[config.mk]
export PLATFORM = sky130hd
export DESIGN_NAME = imm_encoder
export DESIGN_NICKNAME = d
export VERILOG_FILES = /design/src/rtl/imm_encoder.sv
export SDC_FILE = /design/constraint.sdc
export NUM_CORES = 1
export LEC_CHECK = 0
export BUFFER_PORTS_ARGS = -buffer_cell sky130_fd_sc_hd__buf_2
export CORE_ASPECT_RATIO = 0.75
export CORE_MARGIN = 1.5
export CORE_UTILIZATION = 55
export CTS_CLUSTER_DIAMETER = 150
export CTS_CLUSTER_SIZE = 8
export DETAILED_ROUTE_END_ITERATION = 8
export PLACE_DENSITY = 0.84
export SYNTH_ARGS = -nofsm -noshare
export SYNTH_HDL_FRONTEND = slang
export SYNTH_SLANG_ARGS = --single-unit
[constraint.sdc]
create_clock -name clk -period 7.6 [get_ports clk]
set_clock_uncertainty 0.1 [all_clocks]
set_input_delay 0.76 -clock clk [delete_from_list [all_inputs] [get_ports clk]]
set_output_delay 0.76 -clock clk [all_outputs]
set_load 0.02 [all_outputs]
[src/rtl/imm_encoder.sv]
// Immediate encoder: scatters a 32-bit immediate into I/S/B/J fields of a template word.
// Two-stage valid/ready pipeline; define IMMENC_ERRCNT_EN to build the saturating error counter.
module imm_encoder #(
  parameter int unsigned CNT_W = 16
) (
  input  logic             clk,
  input  logic             rst,
  input  logic             in_valid,
  output logic             in_ready,
  input  logic [1:0]       ImmSel,
  input  logic [31:0]      base_instr,
  input  logic [31:0]      imm_in,
  output logic             out_valid,
  input  logic             out_ready,
  output logic [31:0]      instr_out,
  output logic             range_err,
  input  logic             err_clr,
  output logic [CNT_W-1:0] err_count
);

  typedef enum logic [1:0] {
    FMT_I = 2'b00,
    FMT_S = 2'b01,
    FMT_B = 2'b10,
    FMT_J = 2'b11
  } fmt_e;

  logic        s1_valid;
  fmt_e        s1_sel;
  logic [31:0] s1_base;
  logic [31:0] s1_imm;

  logic        s1_load;
  logic        s2_load;
  logic [31:0] packed_word;
  logic        err1;

  // out_valid doubles as the stage-2 valid bit
  assign s2_load  = !out_valid || out_ready;
  assign s1_load  = !s1_valid || s2_load;
  assign in_ready = !rst && s1_load;

  always_ff @(posedge clk or posedge rst) begin
    if (rst) begin
      s1_valid <= 1'b0;
      s1_sel   <= FMT_I;
      s1_base  <= '0;
      s1_imm   <= '0;
    end else if (s1_load) begin
      s1_valid <= in_valid;
      if (in_valid) begin
        s1_sel  <= fmt_e'(ImmSel);
        s1_base <= base_instr;
        s1_imm  <= imm_in;
      end
    end
  end

  logic sx_11;
  logic sx_12;
  logic sx_20;

  // Sign-extension checks: upper bits must all match the field's top bit
  assign sx_11 = (&s1_imm[31:11]) || !(|s1_imm[31:11]);
  assign sx_12 = (&s1_imm[31:12]) || !(|s1_imm[31:12]);
  assign sx_20 = (&s1_imm[31:20]) || !(|s1_imm[31:20]);

  always_comb begin
    packed_word = s1_base;
    err1        = 1'b0;
    unique case (s1_sel)
      FMT_I: begin
        packed_word[31:20] = s1_imm[11:0];
        err1               = !sx_11;
      end
      FMT_S: begin
        packed_word[31:25] = s1_imm[11:5];
        packed_word[11:7]  = s1_imm[4:0];
        err1               = !sx_11;
      end
      FMT_B: begin
        packed_word[31]    = s1_imm[12];
        packed_word[30:25] = s1_imm[10:5];
        packed_word[11:8]  = s1_imm[4:1];
        packed_word[7]     = s1_imm[11];
        err1               = !sx_12 || s1_imm[0];
      end
      FMT_J: begin
        packed_word[31]    = s1_imm[20];
        packed_word[30:21] = s1_imm[10:1];
        packed_word[20]    = s1_imm[11];
        packed_word[19:12] = s1_imm[19:12];
        err1               = !sx_20 || s1_imm[0];
      end
      default: begin
        packed_word = s1_base;
        err1        = 1'b0;
      end
    endcase
  end

  always_ff @(posedge clk or posedge rst) begin
    if (rst) begin
      out_valid <= 1'b0;
      instr_out <= '0;
      range_err <= 1'b0;
    end else if (s2_load) begin
      out_valid <= s1_valid;
      if (s1_valid) begin
        instr_out <= packed_word;
        range_err <= err1;
      end
    end
  end

`ifdef IMMENC_ERRCNT_EN
  logic [CNT_W-1:0] cnt;
  logic             err_fire;

  assign err_fire = out_valid && out_ready && range_err;

  // Clear wins over accumulated count, but a same-cycle erroneous transfer still counts once
  always_ff @(posedge clk or posedge rst) begin
    if (rst) begin
      cnt <= '0;
    end else if (err_clr) begin
      cnt <= err_fire ? CNT_W'(1) : '0;
    end else if (err_fire && (cnt != '1)) begin
      cnt <= cnt + CNT_W'(1);
    end
  end

  assign err_count = cnt;
`else
  logic unused_clr;
  assign unused_clr = err_clr;
  assign err_count  = '0;
`endif

endmodule

==> reports/metrics.yaml <==
status:
  status: "finished clean"
cts:
  cts_root_buf: "clkbuf_8"
  cts_resized: 0
  cts_max_level: 3
  clock_sinks: 94
  postCtsSetupBuffers: 0
  hold_buffers: 0
  cts_max_path_buffers: 2
  clkTransAtPathRegs_ns: 0.09
  cts_tree: "done"
  clock_latency_ns: 0.35
  cts_made_buffers: 9
critical_path:
  crit_start: "out_ready"
  r2r-start: "out_valid"
  worstPathMaxFanout: 30
  r2r_setup_slack_ns: 5.29
  required_ns: 7.74
  reg2regPathDepth: 5
  end_kind: "flop"
  start_kind: "primary input"
  worstSetupPathType: "in -> reg"
  crit_arrival_ns: 2.66
  crit-reg2reg-capture: "s1_base[3]"
placement:
  place.gp.congestion: 0.781
  hpwl_um: 5490
  io_buffer_count: 97
  placed_cell_area_mm2: 0.00454
floorplan:
  fp.dieW_um: 102
  die_h_um: 77.5
  rows: 26
  core_mm2: 0.00699
  initial_utilization: 0.582
  ios: 122
  design.die.area_mm2: 0.00793
final_layout:
  area_growth_pct: 16.7
  fin_util: 0.679
  multi_input_area_mm2: 0.00155
  layout-drive-gt1-share: 0.469
  n_fill_cell: 560
  regArea_mm2: 0.00235
  antenna-diode-count: 0
  finalInstanceArea_mm2: 0.00475
  nNetsFinal: 477
grt:
  gr-total-overflow: 0
  gr-usage-met3: 0.0766
  met1_usage: 0.291
  grt.total_usage: 0.209
  grt_max_degree: 89
  grt_pass1_wl_um: 12700
  first_global_vias: 2664
  use_met2: 0.311
  top_usage_layer: "met2"
  antenna_found_initial: 0
power_and_ir_drop:
  p_total_mw: 1.31
  ir_drop_mv: 0.205
  leakage_nw: 2.24
  power_density_mw_per_mm2: 276
synthesis:
  synth.top_cell.area_share: 0.578
  ys_ff_latch: 94
  synthFlopType: "dfrtp_1"
  yosys.area.top_type: "dfrtp_1"
  synthDistinctLibCells: 32
  synth-async-reset-ratio: 1.00
  ys_warn_count: 0
  post_synth.cell_area_avg_um2: 13.3
  yosysSeqAreaShare: 0.578
  synth_area_leaders: "dfrtp_1 (58%), mux2_2 (17%), buf_4 (3.7%)"
  syn_inst: 306
  synthesis.area_mm2: 0.00407
  synth_enable_flop_cells: 0
timing:
  slew_headroom: 0.291
  rsz0062_at_grt: "no"
  finalCritPeriodShare: 0.331
  fmax_mhz: 398
  hold_slack_ns: 0.169
  hold_viol_final: 0
  setup-violations-final: 0
  tightest_slew_ns: 1.06
  finalMaxSlewViolations: 0
  fin_crit_ns: 2.52
  tns_ns: 0
drt:
  drc: 0
  wl_per_cell_um: 15.3
  drtPass1Iterations: 4
  wirelength_um: 7730
  ant_nets: 0
  vias: 2643
  drt_iter0_drc: 96
  viasPerCell: 5.23
run:
  maxCapViolations: 0
min_path:
  hold_class: "in -> async"
==> worst max path at each step <==
stage | endpoint | slack [ns] | cells past startpoint
global route | s1_imm[11] | 5.01 | 6
global placement | s1_base[6] | 4.76 | 6
finish | s1_base[3] | 5.08 | 6
floorplan | instr_out[0] | 4.29 | 1
detailed placement | s1_base[3] | 4.70 | 6
CTS | s1_base[3] | 5.09 | 6
==> layout by cell type (no fill, tap or decap), drive strengths merged, types with 6 or more instances in the layout <==
master / n
buf: 99
conb: 16
nand4: 6
a21oi: 8
mux2: 72
o21ai: 20
clkbuf: 12
nand2: 24
mux2i: 9
a22oi: 7
dfrtp: 94
==> metrics by stage <==
stage / cells / worst slack (ns)
after global placement: 489 / 4.76
after CTS: 505 / 5.09
after detailed placement: 489 / 4.70
after global routing: 505 / 5.01
after floorplan: 321 / 4.29
final: 505 / 5.08
==> synth_stat cells (2+ instances only) <==
| master | number |
|---|---|
| nand2_2 | 3 |
| dfrtp_1 | 94 |
| nor3_1 | 2 |
| nand4_1 | 6 |
| mux2i_1 | 9 |
| nand2_1 | 21 |
| clkbuf_1 | 2 |
| nor2b_1 | 5 |
| a22oi_1 | 7 |
| o21ai_0 | 20 |
| ha_1 | 4 |
| buf_2 | 4 |
| nor4_1 | 5 |
| inv_1 | 4 |
| mux2_2 | 62 |
| nand2b_1 | 3 |
| a21oi_1 | 8 |
| mux2_4 | 10 |
| buf_4 | 20 |
| nor2_1 | 5 |
==> worst max-delay path, stage by stage <==
cell and delay [ns]:
buf_2 0.10, and2b_4 0.24, nand2_2 0.06, nand2_2 0.52
buf_4 0.54, mux2_2 0.40
==> cell families (layout without fill, tap and decap cells) <==
kind of cell,after synthesis,count (layout),synth area share
compound gates,39,39,0.0547
mux,81,81,0.231
other cells,1,16,0.000922
buf+inv,33,119,0.0560
fa+ha+maj,4,4,0.0123
simple gates,54,54,0.0673
flops,94,94,0.578
==> routing by layer <==
| layer | routed length (um) | vias to the layer above |
|---|---|---|
| li1 | - | 1239 |
| met2 | 3490 | 102 |
| met5 | 0 | - |
| met4 | 65 | 0 |
| met1 | 3580 | 1295 |
| met3 | 597 | 7 |
==> state kept, by name (all words and copies together), names as in the netlist <==
name and cells:
instr_out 32, s1_imm 32, s1_base 25, s1_sel 2
out_valid 1, range_err 1, s1_valid 1
==> power by group <==
group          internal (mW)  switching (mW)  total, mW
clock network          0.171           0.166      0.337
registers              0.594          0.0594      0.654
logic                  0.140           0.179      0.319
==> cell type report <==
| type | instances | share of cell area |
|---|---|---|
| clock inverter | 4 | 0.0116 |
| inverter | 4 | 0.00343 |
| timing repair buffer | 99 | 0.105 |
| multi-input combinational | 194 | 0.326 |
| sequential | 94 | 0.496 |
| tap | 98 | 0.0258 |
| clock buffer | 12 | 0.0327 |
No activity file was read; power rests on OpenSTA's default activity.
